$ cat config.mk
export PLATFORM = sky130hd
export DESIGN_NAME = pipelined_adder_flat
export DESIGN_NICKNAME = d
export VERILOG_FILES = /design/src/rtl/pipelined_adder_if.sv /design/src/rtl/pipelined_adder.sv /design/src/flat_wrapper.sv
export SDC_FILE = /design/constraint.sdc
export NUM_CORES = 1
export LEC_CHECK = 0
export ABC_CLOCK_PERIOD_IN_PS = 1900
export CAP_MARGIN = 40
export CORE_ASPECT_RATIO = 0.9
export CORE_UTILIZATION = 48
export CTS_CLUSTER_SIZE = 10
export DETAILED_ROUTE_END_ITERATION = 16
export PLACE_DENSITY = 0.75
export SKIP_CTS_REPAIR_TIMING = 1
export SLEW_MARGIN = 20
export SYNTH_ARGS = -nofsm -noshare
export SYNTH_HDL_FRONTEND = slang
export SYNTH_SLANG_ARGS = --single-unit
$ cat constraint.sdc
create_clock -name clk -period 1.9 [get_ports clk]
set_input_delay 0.285 -clock clk [delete_from_list [all_inputs] [get_ports clk]]
set_output_delay 0.285 -clock clk [all_outputs]
set_load 0.005 [all_outputs]
$ cat src/rtl/pipelined_adder_if.sv
// Operand/result handshake bundle for pipelined_adder.
// The master drives operands and out_ready; the slave (the adder) returns results.
interface pipelined_adder_if #(
    parameter int WIDTH = 8
) ();
    logic             in_valid;
    logic             in_ready;
    logic [WIDTH-1:0] a;
    logic [WIDTH-1:0] b;
    logic             cin;
    logic             sub;
    logic             out_valid;
    logic             out_ready;
    logic [WIDTH-1:0] sum;
    logic             cout;
    logic             ovf;

    modport master (
        output in_valid, a, b, cin, sub, out_ready,
        input  in_ready, out_valid, sum, cout, ovf
    );

    modport slave (
        input  in_valid, a, b, cin, sub, out_ready,
        output in_ready, out_valid, sum, cout, ovf
    );
endinterface

$ cat src/rtl/pipelined_adder.sv
// Pipelined add/subtract: the carry chain is cut into STAGES equal slices with one register
// stage per slice, operand skew ahead of the chain and sum de-skew behind it.
module pipelined_adder #(
    parameter int WIDTH  = 8,
    parameter int STAGES = 4
) (
    input  logic             clk,
    input  logic             rst_n,
    pipelined_adder_if.slave bus
);
    localparam int SW = WIDTH / STAGES;

    if (WIDTH < 1 || STAGES < 1 || STAGES > WIDTH || (WIDTH % STAGES) != 0) begin : g_param_check
        $error("pipelined_adder: illegal WIDTH/STAGES combination");
    end

    logic             w_advance;
    logic             w_out_valid;
    logic [WIDTH-1:0] w_b_eff;
    logic             w_cin_eff;

    // Whole pipeline moves together; bubbles are kept so latency is fixed.
    assign w_advance    = !w_out_valid || bus.out_ready;
    assign bus.in_ready = w_advance;
    assign w_b_eff      = bus.sub ? ~bus.b : bus.b;
    assign w_cin_eff    = bus.sub ? 1'b1 : bus.cin;

    for (genvar k = 0; k < STAGES; k++) begin : g_stage
        localparam int REM = WIDTH - (k + 1) * SW;

        logic                w_vld_in;
        logic [SW-1:0]       w_a_sl;
        logic [SW-1:0]       w_b_sl;
        logic                w_c_in;
        logic [SW:0]         w_res;
        logic [(k+1)*SW-1:0] w_sum_next;
        logic                w_load;

        logic                r_vld;
        logic                r_carry;
        logic [(k+1)*SW-1:0] r_sum;

        if (k == 0) begin : g_src
            assign w_vld_in   = bus.in_valid;
            assign w_a_sl     = bus.a[SW-1:0];
            assign w_b_sl     = w_b_eff[SW-1:0];
            assign w_c_in     = w_cin_eff;
            assign w_sum_next = w_res[SW-1:0];
        end else begin : g_src
            assign w_vld_in   = g_stage[k-1].r_vld;
            assign w_a_sl     = g_stage[k-1].g_skew.r_a[SW-1:0];
            assign w_b_sl     = g_stage[k-1].g_skew.r_b[SW-1:0];
            assign w_c_in     = g_stage[k-1].r_carry;
            assign w_sum_next = {w_res[SW-1:0], g_stage[k-1].r_sum};
        end

        assign w_res  = {1'b0, w_a_sl} + {1'b0, w_b_sl} + {{SW{1'b0}}, w_c_in};
        assign w_load = w_advance && w_vld_in;

        always_ff @(posedge clk or negedge rst_n) begin
            if (!rst_n) begin
                r_vld <= 1'b0;
            end else if (w_advance) begin
                r_vld <= w_vld_in;
            end
        end

        // Data registers only load real transactions; bubbles leave them untouched.
        always_ff @(posedge clk or negedge rst_n) begin
            if (!rst_n) begin
                r_carry <= 1'b0;
                r_sum   <= '0;
            end else if (w_load) begin
                r_carry <= w_res[SW];
                r_sum   <= w_sum_next;
            end
        end

        // Operand bits not yet consumed, rebased so bit 0 is the next stage's slice.
        if (REM > 0) begin : g_skew
            logic [REM-1:0] w_a_fwd;
            logic [REM-1:0] w_b_fwd;
            logic [REM-1:0] r_a;
            logic [REM-1:0] r_b;

            if (k == 0) begin : g_fwd
                assign w_a_fwd = bus.a[WIDTH-1:SW];
                assign w_b_fwd = w_b_eff[WIDTH-1:SW];
            end else begin : g_fwd
                assign w_a_fwd = g_stage[k-1].g_skew.r_a[REM+SW-1:SW];
                assign w_b_fwd = g_stage[k-1].g_skew.r_b[REM+SW-1:SW];
            end

            always_ff @(posedge clk or negedge rst_n) begin
                if (!rst_n) begin
                    r_a <= '0;
                    r_b <= '0;
                end else if (w_load) begin
                    r_a <= w_a_fwd;
                    r_b <= w_b_fwd;
                end
            end
        end

        if (k == STAGES - 1) begin : g_last
            logic r_ovf;

            always_ff @(posedge clk or negedge rst_n) begin
                if (!rst_n) begin
                    r_ovf <= 1'b0;
                end else if (w_load) begin
                    r_ovf <= (w_a_sl[SW-1] == w_b_sl[SW-1]) && (w_res[SW-1] != w_a_sl[SW-1]);
                end
            end
        end
    end

    assign w_out_valid   = g_stage[STAGES-1].r_vld;
    assign bus.out_valid = w_out_valid;
    assign bus.sum       = g_stage[STAGES-1].r_sum;
    assign bus.cout      = g_stage[STAGES-1].r_carry;
    assign bus.ovf       = g_stage[STAGES-1].g_last.r_ovf;

    property p_out_hold;
        @(posedge clk) disable iff (!rst_n)
        (w_out_valid && !bus.out_ready) |=>
            (w_out_valid && $stable(bus.sum) && $stable(bus.cout) && $stable(bus.ovf));
    endproperty

    a_out_hold: assert property (p_out_hold);
endmodule

$ cat src/flat_wrapper.sv
// flat-port wrapper written by rule: the top's interface ports become plain ports
module pipelined_adder_flat 
#(
    parameter int WIDTH  = 8,
    parameter int STAGES = 4
)
  (clk, rst_n, bus_in_valid, bus_a, bus_b, bus_cin, bus_sub, bus_out_ready, bus_in_ready, bus_out_valid, bus_sum, bus_cout, bus_ovf);
  pipelined_adder_if #(.WIDTH(WIDTH)) bus_i ();
  input  logic clk;
  input  logic rst_n;
  input wire logic [$bits(bus_i.in_valid)-1:0] bus_in_valid;
  input wire logic [$bits(bus_i.a)-1:0] bus_a;
  input wire logic [$bits(bus_i.b)-1:0] bus_b;
  input wire logic [$bits(bus_i.cin)-1:0] bus_cin;
  input wire logic [$bits(bus_i.sub)-1:0] bus_sub;
  input wire logic [$bits(bus_i.out_ready)-1:0] bus_out_ready;
  output wire logic [$bits(bus_i.in_ready)-1:0] bus_in_ready;
  output wire logic [$bits(bus_i.out_valid)-1:0] bus_out_valid;
  output wire logic [$bits(bus_i.sum)-1:0] bus_sum;
  output wire logic [$bits(bus_i.cout)-1:0] bus_cout;
  output wire logic [$bits(bus_i.ovf)-1:0] bus_ovf;
  assign bus_i.in_valid = bus_in_valid;
  assign bus_i.a = bus_a;
  assign bus_i.b = bus_b;
  assign bus_i.cin = bus_cin;
  assign bus_i.sub = bus_sub;
  assign bus_i.out_ready = bus_out_ready;
  assign bus_in_ready = bus_i.in_ready;
  assign bus_out_valid = bus_i.out_valid;
  assign bus_sum = bus_i.sum;
  assign bus_cout = bus_i.cout;
  assign bus_ovf = bus_i.ovf;
  pipelined_adder #(.WIDTH(WIDTH), .STAGES(STAGES)) u_core (.clk(clk), .rst_n(rst_n), .bus(bus_i));
endmodule
Word level (Yosys, flattened, before mapping). Cells that the tools add are included.

Register bits after elaboration: 53. Bits of input ports: 22. Output and inout bits: 12. Word-level logic and storage cells: 39.

Add/sub/neg operators: 8. Equality and inequality tests: 2. Muxes and demuxes: 2. Bitwise logic cells: 1. Reduce and logical (&&, ||, !) cells: 7.

Operators with widths (number): 2-bit by 2-bit adder with 3-bit output (4); 3-bit by 1-bit adder with 3-bit output (4); 8-bit two-way mux (1); 8-bit inverter (1); 1-bit logical AND (5); 1-bit equality test (1); 1-bit logical NOT (1); 1-bit logical OR (1); 1-bit two-way mux (1); 1-bit != test (1).

Longest topological paths before layout. Gate-level depths: netlist of the first run.

Depth in word-level cells: 4. Mapped depth: 7. Mapped depth without buffers: 6.

Worst setup path after synthesis of the first run. OpenSTA, ideal clock, no wires.

Path kind: register to register. Start point: register u_core.g_stage[2].g_skew.r_b[0]. End point: register u_core.g_stage[3].g_last.r_ovf (netlist: u_core.bus.ovf). Library setup time: 125 ps. Arrival: 1726 ps. Required time: 1775 ps. Setup slack: 49 ps. Cell stages (with the launch flop): 7. Buffers on the path: 0. Clock period less this slack: 1851 ps. Path through: dfrtp_1 inv_1 fa_1 fa_1 xor2_1 nor2_1 mux2_2.

Word-level cells in the longest chain between the ends: 4.

Ends and longest elaborated chain: from (decl) (line pipelined_adder.sv:84) `logic [REM-1:0] r_b;`; from (signal assigned) (line pipelined_adder.sv:100) `r_b <= w_b_fwd;`; 2-bit by 2-bit adder with 3-bit output (line pipelined_adder.sv:57) `assign w_res = {1'b0, w_a_sl} + {1'b0, w_b_sl} + {{SW{1'b0}}, w_c_in};`; 3-bit by 1-bit adder with 3-bit output (line pipelined_adder.sv:57); 1-bit != test (line pipelined_adder.sv:112) `r_ovf <= (w_a_sl[SW-1] == w_b_sl[SW-1]) && (w_res[SW-1] != w_a_sl[SW-1]);`; 1-bit logical AND (line pipelined_adder.sv:112); to (signal assigned) (line pipelined_adder.sv:112); to (decl) (line pipelined_adder.sv:106) `logic r_ovf;`.

No other way between the ends. A chain may end at the register's enable or synchronous reset.

Worst setup path after layout of the first run.
Start point: register u_core.g_stage[2].g_skew.r_a[0]. End point: register u_core.g_stage[3].g_last.r_ovf (netlist: u_core.bus.ovf).

Word-level cells in the longest chain between the ends: 4.

Ends and longest elaborated chain: from (decl) (line pipelined_adder.sv:83) `logic [REM-1:0] r_a;`; from (signal assigned) (line pipelined_adder.sv:99) `r_a <= w_a_fwd;`; 2-bit by 2-bit adder with 3-bit output (line pipelined_adder.sv:57); 3-bit by 1-bit adder with 3-bit output (line pipelined_adder.sv:57); 1-bit != test (line pipelined_adder.sv:112); 1-bit logical AND (line pipelined_adder.sv:112).

No other way between the ends.

==> key figures, run 1 <==
STA
  • RSZ-0062 raised after global routing: yes
  • Minimum clock period: 1920 ps
  • TNS Setup: -23.3 ps
  • Worst slew pin tran: 699 ps
  • Final slew viol count: 0
  • Clock skew: 9.10 ps
  • Setup ws final: -23.3 ps
  • Max-Slew Margin vs Limit: 53.4%
  • Period utilisation layout: 101%
  • Final Hold Fails: 0
  • Final setup vio count: 1
  • Fmax: 0.520 GHz

Synthesis
  • Post-synthesis cell count: 177
  • Async set-reset flop share out of synthesis: 100%
  • Post-Syn Nets: 208
  • Sequential share of the synthesized area: 56.7%
  • Flop and latch count out of synthesis: between 50 and 60
  • Yosys cell types: 21
  • Main flop type after synthesis: dfrtp_1
  • Mapped Area: 2340 um2
  • Synth Area per Inst: 13.2 um2
  • Ys Warns: 0
  • EDFF count, synth: 0

Power and ir drop
  • Sw frac: about 31%
  • VDD IR-drop max: around 0.53 mV
  • Register share of total power: 44.9%
  • Logic pwr share: about 40%
  • Pleak: 1.35 nW
  • P_sw: between 1 and 1.5 mW
  • Power density over the cells: 1480 nW/um2
  • Pint: 2.93 mW
  • Clk pwr share: 15.2%

Worst setup path
  • Data arrival time at the worst-slack endpoint: between 2000 and 2500 ps
  • Worst setup EP type: register
  • CP max FO: 2
  • Startpoint Class: register
  • Reg2reg setup slack: -20 ps
  • Req. time, crit path: 2100 ps
  • Setup CP Type: register to register

Final layout
  • Filler cell count: 372
  • Area Growth Syn to Fin: 22.7%
  • Share of cells above drive strength 1: between 20% and 30%
  • ANT cells: 0
  • Commonest non-fill, non-tap cell in the layout: dfrtp_1
  • Nets: 248
  • Commonest cells after routing, fill and taps aside: 53 x dfrtp_1, 31 x clkdlybuf4s50_1, 29 x mux2_2, 26 x inv_1, 10 x mux2i_1

Status
  • Failing checks: setup timing
  • Run status: complete, but fails checks

Clock tree
  • Bufs on Longest Clock Path: 2
  • Root buf cell: clkbuf_8
  • Worst-path clk slew: 90 ps
  • CTS HTree Levels: 2
  • CTS sink count: 53
  • CTS tree: built
  • Clock Latency Late Sink: 300 ps
  • Cts bufs inserted: 5

Global route
  • Pin count of the biggest net entering global routing: 34
  • Initial antenna violation count: 0
  • First-pass GRT wire length: 6410 um
  • Via count of the first global-routing pass: roughly 1400
  • Gr ovfl total: 0
  • Tot GR Track Use: 17.5%

Placement
  • IO Port Bufs: 33
  • HPWL Detailed: 2870 um
  • GPL Wtd Cong: 0.752
  • Post-Place Worst Slack: -282 ps

Detailed routing
  • DR iter-0 viols: 48
  • Detailed Routing Iterations Pass 1: 4
  • Detailed-route via count: 1345
  • Wl on met1: 1560 um
  • DRC: 0
  • Antenna Nets Post-Route: 0
  • DR WL met3: 201 um
  • Highest metal used: met4
  • Met2 wire length: between 1500 and 2000 um
  • Wire per inst: 13.1 um
  • Via density: ~4.8
  • Final wirelength: 3660 um

Die
  • Rows: 23
  • Initial Util: just over 50%
  • Die Wd: between 70 and 80 um
  • Core area: 4580 um2
  • Top Ports: 34
  • Die ar.: 5150 um2
  • Die H: 68.2 um

Min path
  • Hold crit path type: primary input to async pin

Run
  • Max Cap Viol: 0
==> final timing paths <==
| path | from | endpoint | cells after the start |
|---|---|---|---|
| worst max-delay path | u_core.g_stage[2].g_skew.r_a[0] | u_core.bus.ovf | 6 |
| worst min-delay path | rst_n | u_core.bus.out_valid | 1 |
| worst max register to register | u_core.g_stage[2].g_skew.r_a[0] | u_core.bus.ovf | 6 |
| worst min register to register | u_core.g_stage[2].r_vld | u_core.bus.out_valid | 2 |
| max in group asynchronous | rst_n | u_core.g_stage[0].g_skew.r_b[5] | 2 |
| min in group clk | u_core.g_stage[2].r_vld | u_core.bus.out_valid | 2 |
==> power groups by stage <==
stage	Clock [mW]	Combinational, mW	Sequential [mW]
floorplan	0	1.14	1.87
global placement	0	1.63	1.90
detailed placement	0	1.72	1.94
CTS	0.672	1.73	1.91
global route	0.714	1.93	1.97
finish	0.648	1.70	1.91
==> worst max-delay path: stages, from the launching register on <==
cell and delay (ps):
dfrtp_1 360, inv_2 50, fa_2 390, fa_1 560
xor2_1 160, nor2_1 50, mux2_2 250
==> cells in the mapped netlist (all sizes together) (2+ instances only) <==
cell     n  area, um2
mux2    30        342
buf      6       51.3
fa       8        160
o21ai    8       40.0
a21oi    8       40.0
nor2     2       7.51
mux2i   10        100
nand2    5       21.3
clkbuf   2       7.51
xnor2    5       43.8
dfrtp   53       1330
xor2     4       35.0
inv     28        105
nand3    5       25.0
==> registers in the layout, summed over array words and instances (netlist names) <==
signal                     count
u_core.g_stage.g_skew.r_b     12
u_core.bus.sum                 8
u_core.g_stage.r_sum          12
u_core.bus.out_valid           1
u_core.bus.cout                1
u_core.bus.ovf                 1
u_core.g_stage.r_vld           3
u_core.g_stage.r_carry         3
u_core.g_stage.g_skew.r_a     12
==> kinds of logic after synthesis <==
family	synth area share, %
compound gates	3.43
xor+xnor	3.37
mux	18.9
fa+ha+maj	7.39
buf+inv	7.01
simple gates	3.16
flops	56.7
==> layer usage <==
metal	up-vias	track usage (%)
li1	646	-
met1	646	20.7
met2	44	28.7
met3	9	5.89
met4	0	8.56
met5	-	0
==> area by class of cell <==
cell class                 instances  area [um2]  area share (%)
timing repair buffer              41         413            14.4
clock buffer                       6        82.6            2.88
clock inverter                     2        13.8           0.480
sequential                        53        1330            46.2
tap                               62        77.6            2.71
multi-input combinational         88         850            29.6
inverter                          28         105            3.66
==> metrics by stage <==
step | cells | hold WS, ps | utilization, % | power [mW] | area [um2]
2_1_floorplan | 177 | -10.6 | - | 3.01 | 2340
3_5_place_dp | 272 | 372 | 60.5 | 3.66 | 2770
5_1_grt | 280 | 59.0 | 62.7 | 4.62 | 2870
4_1_cts | 280 | 33.5 | 62.6 | 4.31 | 2860
6_report | 280 | 20.5 | 62.7 | 4.25 | 2870
3_3_place_gp | 272 | 354 | 60.5 | 3.53 | 2770
No activity file was read; power rests on OpenSTA's default activity.
==> run 2: changes to the inputs <==
==> constraint.sdc (replaced) <==
create_clock -name clk -period 1.9 [get_ports clk]
set_input_delay 0.285 -clock clk [delete_from_list [all_inputs] [get_ports clk]]
set_output_delay 0.285 -clock clk [all_outputs]
set_load 0.05 [all_outputs]
==> key figures, run 2 (same netlist as run 1, synthesis figures left out) <==
Die
  • Core area: 4580 um2 (unchanged)
  • Die ar.: 5150 um2 (unchanged)
  • Top Ports: 34 (unchanged)
  • Initial Util: 51.1% (unchanged)
  • Die H: 68.2 um (unchanged)
  • Rows: 23 (unchanged)
  • Die Wd: 75.6 um (unchanged)

Clock tree
  • Root buf cell: clkbuf_8 (unchanged)
  • CTS HTree Levels: 2 (unchanged)
  • CTS sink count: 53 (unchanged)
  • Bufs on Longest Clock Path: 2 (unchanged)
  • Worst-path clk slew: 90 ps (about the same)
  • Clock Latency Late Sink: 300 ps (about the same)
  • CTS tree: built (unchanged)
  • Cts bufs inserted: 5 (unchanged)

Detailed routing
  • Antenna Nets Post-Route: 0 (unchanged)
  • Final wirelength: 3740 um (was 3660 um)
  • Detailed Routing Iterations Pass 1: 4 (unchanged)
  • Via density: 4.89 (was 4.80)
  • DR iter-0 viols: 60 (was 48)
  • DRC: 0 (unchanged)
  • Detailed-route via count: 1368 (was 1345)
  • Wire per inst: 13.4 um (was 13.1 um)

STA
  • Worst hold slack: 24.9 ps (was 20.5 ps)
  • Max-Slew Margin vs Limit: 53.1% (was 53.4%)
  • Setup ws final: -15.4 ps (was -23.3 ps)
  • Final Hold Fails: 0 (unchanged)
  • Minimum clock period: 1920 ps (about the same)
  • Fmax: 0.522 GHz (was 0.520 GHz)
  • Final slew viol count: 0 (unchanged)
  • Final setup vio count: 1 (unchanged)
  • Worst slew pin tran: 703 ps (was 699 ps)
  • Clock skew: 4.50 ps (was 9.10 ps)
  • Period utilisation layout: 101% (about the same)
  • RSZ-0062 raised after global routing: yes (unchanged)

Worst setup path
  • CP max FO: 2 (unchanged)
  • Critical Path Start: u_core.g_stage[2].g_skew.r_b[0] (was u_core.g_stage[2].g_skew.r_a[0])
  • Setup CP Type: register to register (unchanged)
  • Data arrival time at the worst-slack endpoint: 2110 ps (was 2120 ps)
  • Worst setup EP type: register (unchanged)
  • Req. time, crit path: 2090 ps (was 2100 ps)
  • Crit Reg-Reg Startpoint: u_core.g_stage[2].g_skew.r_b[0] (was u_core.g_stage[2].g_skew.r_a[0])
  • Startpoint Class: register (unchanged)

Status
  • Run status: complete, but fails checks (unchanged)
  • Failing checks: setup timing (unchanged)

Placement
  • IO Port Bufs: 33 (unchanged)
  • GPL Wtd Cong: 0.783 (was 0.752)
  • Placed insts: 272 (unchanged)
  • HPWL Detailed: 2950 um (was 2870 um)

Global route
  • First-pass GRT wire length: 6290 um (was 6410 um)
  • Pin count of the biggest net entering global routing: 34 (unchanged)
  • Initial antenna violation count: 0 (unchanged)
  • Tot GR Track Use: 17.1% (was 17.5%)
  • Gr ovfl total: 0 (unchanged)
  • Via count of the first global-routing pass: 1461 (was 1431)

Final layout
  • Commonest non-fill, non-tap cell in the layout: dfrtp_1 (unchanged)
  • Post-Layout Cell Count: 280 (unchanged)
  • Area Growth Syn to Fin: 22.8% (was 22.7%)
  • Nets: 248 (unchanged)
  • ANT cells: 0 (unchanged)
  • Commonest cells after routing, fill and taps aside: 53 x dfrtp_1, 30 x clkdlybuf4s50_1, 29 x mux2_2, 26 x inv_1, 10 x mux2i_1 (was 53 x dfrtp_1, 31 x clkdlybuf4s50_1, 29 x mux2_2, 26 x inv_1, 10 x mux2i_1)
  • Share of cells above drive strength 1: 24.3% (was 23.9%)
  • Regs by FF count: u_core.g_stage.g_skew.r_a: 12 flops, u_core.g_stage.g_skew.r_b: 12 flops, u_core.g_stage.r_sum: 12 flops (unchanged)

Power and ir drop
  • Final Total Pwr: 4.73 mW (was 4.25 mW)
  • Pleak: 1.35 nW (about the same)
  • Power density over the cells: 1650 nW/um2 (was 1480 nW/um2)
  • VDD IR-drop max: 0.748 mV (was 0.526 mV)

Min path
  • Hold crit path type: primary input to async pin (unchanged)

Run
  • Max Cap Viol: 0 (unchanged)
[run 2: final timing paths]
path	end	depth (start not counted)	slack, ps
max	u_core.bus.ovf	6	-20
min	u_core.bus.ovf	1	20
max reg2reg	u_core.bus.ovf	6	-20
min reg2reg	u_core.g_stage[0].g_skew.r_a[4]	1	510
max in group asynchronous	u_core.g_stage[0].r_carry	2	1250
min in group clk	u_core.g_stage[0].g_skew.r_a[4]	1	510
[run 2: through the flow]
step           area [um2]  setup TNS, ps  worst slack [ps]  utilization, %
3_5_place_dp         2760           -347              -309            60.4
3_3_place_gp         2760           -257              -228            60.4
5_1_grt              2870          -98.8             -98.8            62.7
6_report             2870          -15.4             -15.4            62.7
4_1_cts              2870          -59.8             -59.8            62.6
2_1_floorplan        2340              0              49.1               -
[run 2: cell type report]
cell class	instances	area, um2
clock buffer	7	96.3
clock inverter	1	5.00
fill	363	1710
inverter	28	105
multi-input combinational	88	850
sequential	53	1330
tap	62	77.6
timing repair buffer	41	410
[run 2: critical path, cell delays in order, from the launching register on]
cell and delay, ps:
dfrtp_1 360, inv_2 50, fa_2 390, fa_1 550
xor2_1 160, nor2_1 60, mux2_2 250
[run 2: report_power, final]
part	switching [mW]	leakage, nW	internal [mW]
combinational	1.14	0.678	0.999
sequential	0.274	0.618	1.65
clock	0.343	0.0542	0.330
total	1.76	1.35	2.98
[run 2: layer usage]
layer	GRT usage, %	vias to the layer above	part of all wire [%]
li1	-	644	-
met1	19.4	679	42
met2	30.9	41	53
met3	4.86	4	3.8
met4	5.56	0	0.96
met5	0	-	0
==> run 3: changes to the inputs <==
--- a/config.mk
+++ b/config.mk
@@ -12,6 +12,7 @@
 export CTS_CLUSTER_SIZE = 10
 export DETAILED_ROUTE_END_ITERATION = 16
 export PLACE_DENSITY = 0.75
+export RECOVER_POWER = 50
 export SKIP_CTS_REPAIR_TIMING = 1
 export SLEW_MARGIN = 20
 export SYNTH_ARGS = -nofsm -noshare
==> key figures, run 3 (same netlist as run 1, synthesis figures left out) <==
Power and ir drop
  • Register share of total power: 40.7% (was 40.6%)
  • Pleak: 1.34 nW (was 1.35 nW)
  • VDD IR-drop max: 0.747 mV (was 0.748 mV)
  • Final Total Pwr: 4.69 mW (was 4.73 mW)
  • Sw frac: 37.1% (was 37.2%)
  • Power density over the cells: 1650 nW/um2 (about the same)
  • Logic pwr share: 45.0% (was 45.2%)
  • P_sw: 1.74 mW (was 1.76 mW)
  • Clk pwr share: 14.3% (was 14.2%)
  • Pint: 2.95 mW (was 2.98 mW)

Clock tree
  • CTS tree: built (unchanged)
  • CTS sink count: 53 (unchanged)
  • Cts bufs inserted: 5 (unchanged)
  • Root buf cell: clkbuf_8 (unchanged)
  • Clock Latency Late Sink: 290 ps (was 300 ps)
  • CTS HTree Levels: 2 (unchanged)
  • Worst-path clk slew: 90 ps (about the same)
  • Bufs on Longest Clock Path: 2 (unchanged)

Final layout
  • Area Growth Syn to Fin: 21.8% (was 22.8%)
  • Commonest non-fill, non-tap cell in the layout: dfrtp_1 (unchanged)
  • Share of cells above drive strength 1: 22.5% (was 24.3%)
  • Final Core Density: 62.2% (was 62.7%)
  • Post-Layout Cell Count: 280 (unchanged)
  • Regs by FF count: u_core.g_stage.g_skew.r_a: 12 flops, u_core.g_stage.g_skew.r_b: 12 flops, u_core.g_stage.r_sum: 12 flops (unchanged)
  • Commonest cells after routing, fill and taps aside: 53 x dfrtp_1, 30 x clkdlybuf4s50_1, 29 x mux2_2, 26 x inv_1, 10 x mux2i_1 (unchanged)
  • Footprint of the multi-input gates: 840 um2 (was 850 um2)
  • Nets: 248 (unchanged)
  • Filler cell count: 368 (was 363)
  • ANT cells: 0 (unchanged)
  • Register area: 1330 um2 (unchanged)
  • Final instance area: 2850 um2 (was 2870 um2)

Worst setup path
  • Reg2reg setup slack: -20 ps (about the same)
  • Req. time, crit path: 2090 ps (about the same)
  • Worst Reg2Reg Path Length in Cells: 6 (unchanged)
  • Data arrival time at the worst-slack endpoint: 2110 ps (about the same)
  • Setup CP Type: register to register (unchanged)
  • Reg-to-reg endpoint: u_core.bus.ovf (unchanged)
  • Worst setup EP type: register (unchanged)
  • Startpoint Class: register (unchanged)
  • CP max FO: 2 (unchanged)
  • Crit Reg-Reg Startpoint: u_core.g_stage[2].g_skew.r_b[0] (unchanged)

Die
  • Initial Util: 51.1% (unchanged)
  • Die Wd: 75.6 um (unchanged)
  • Top Ports: 34 (unchanged)
  • Die ar.: 5150 um2 (unchanged)
  • Die H: 68.2 um (unchanged)
  • Rows: 23 (unchanged)
  • Core area: 4580 um2 (unchanged)

Detailed routing
  • Via density: 4.86 (was 4.89)
  • DR iter-0 viols: 60 (unchanged)
  • Detailed-route via count: 1361 (was 1368)
  • Final wirelength: 3720 um (was 3740 um)
  • DRC: 0 (unchanged)
  • Detailed Routing Iterations Pass 1: 4 (unchanged)
  • Wire per inst: 13.3 um (was 13.4 um)
  • Antenna Nets Post-Route: 0 (unchanged)

Status
  • Failing checks: capacitance limit, slew limit, setup timing (was setup timing)
  • Run status: complete, but fails checks (unchanged)

Global route
  • Gr ovfl total: 0 (unchanged)
  • Via count of the first global-routing pass: 1461 (unchanged)
  • Tot GR Track Use: 17.1% (unchanged)
  • First-pass GRT wire length: 6290 um (unchanged)
  • Initial antenna violation count: 0 (unchanged)
  • Pin count of the biggest net entering global routing: 34 (unchanged)

STA
  • Worst slew pin tran: 1680 ps (was 703 ps)
  • Final Hold Fails: 0 (unchanged)
  • Minimum clock period: 1920 ps (about the same)
  • Worst hold slack: 414 ps (was 24.9 ps)
  • Clock skew: 4.32 ps (was 4.50 ps)
  • RSZ-0062 raised after global routing: yes (unchanged)
  • Setup ws final: -17.8 ps (was -15.4 ps)
  • Fmax: 0.521 GHz (was 0.522 GHz)
  • Max-Slew Margin vs Limit: -12.2% (was 53.1%)
  • Final setup vio count: 1 (unchanged)
  • Period utilisation layout: 101% (about the same)
  • Final slew viol count: 34 (was 0)
  • TNS Setup: -17.8 ps (was -15.4 ps)

Placement
  • IO Port Bufs: 33 (unchanged)
  • Placed insts: 272 (unchanged)
  • Placed Area: 2760 um2 (unchanged)
  • HPWL Detailed: 2950 um (unchanged)
  • GPL Wtd Cong: 0.783 (unchanged)
  • Post-Place Worst Slack: -309 ps (unchanged)

Min path
  • Hold crit path type: primary input to async pin (unchanged)

Run
  • Max Cap Viol: 1 (was 0)
run 3: cell types whose count changed in the layout (fill, tap and decap cells not counted), sizes merged:
| cell | delta |
|---|---|
| dlymetal6s2s | +1 |
| buf | -4 |
| clkbuf | +3 |
run 3: routing by layer:
| layer | wire length, um | GRT usage, % | up-vias |
|---|---|---|---|
| met5 | 0 | 0 | - |
| met1 | 1590 | 19.4 | 683 |
| met4 | 24 | 5.56 | 0 |
| li1 | - | - | 644 |
| met3 | 131 | 4.86 | 2 |
| met2 | 1980 | 30.9 | 32 |
run 3: critical path, stage by stage (launching register included):
cell and delay (ps):
dfrtp_1 360, inv_2 50, fa_2 390, fa_1 550, xor2_1 160, nor2_1 60
mux2_2 250
run 3: how the worst max path moves through the flow:
stage                                    startpoint                    endpoint  slack, ps  cells past startpoint
floorplan           u_core.g_stage[2].g_skew.r_b[0]              u_core.bus.ovf         50                      6
global placement                            bus_sub  u_core.g_stage[0].r_sum[1]       -230                      6
detailed placement                          bus_sub  u_core.g_stage[0].r_sum[1]       -310                      6
CTS                 u_core.g_stage[2].g_skew.r_a[0]              u_core.bus.ovf        -60                      6
global route        u_core.g_stage[2].g_skew.r_b[0]              u_core.bus.ovf       -100                      6
finish              u_core.g_stage[2].g_skew.r_b[0]              u_core.bus.ovf        -20                      6
run 3: area by class of cell:
class | instances | share of cell area, %
inverters | 28 | 3.69
multi-input cells | 88 | 29.5
repair buffers | 41 | 13.9
flip-flops and latches | 53 | 46.6
well taps | 62 | 2.73
clock buffers | 7 | 3.38
clock inverters | 1 | 0.176
run 3: power groups by stage:
stage          registers, mW  clock network (mW)  logic, mW
6_report                1.91               0.669       2.11
5_1_grt                 1.97               0.734       2.34
4_1_cts                 1.92               0.686       2.17
3_5_place_dp            1.95                   0       2.16
3_3_place_gp            1.90                   0       2.07
2_1_floorplan           2.27                   0       1.16
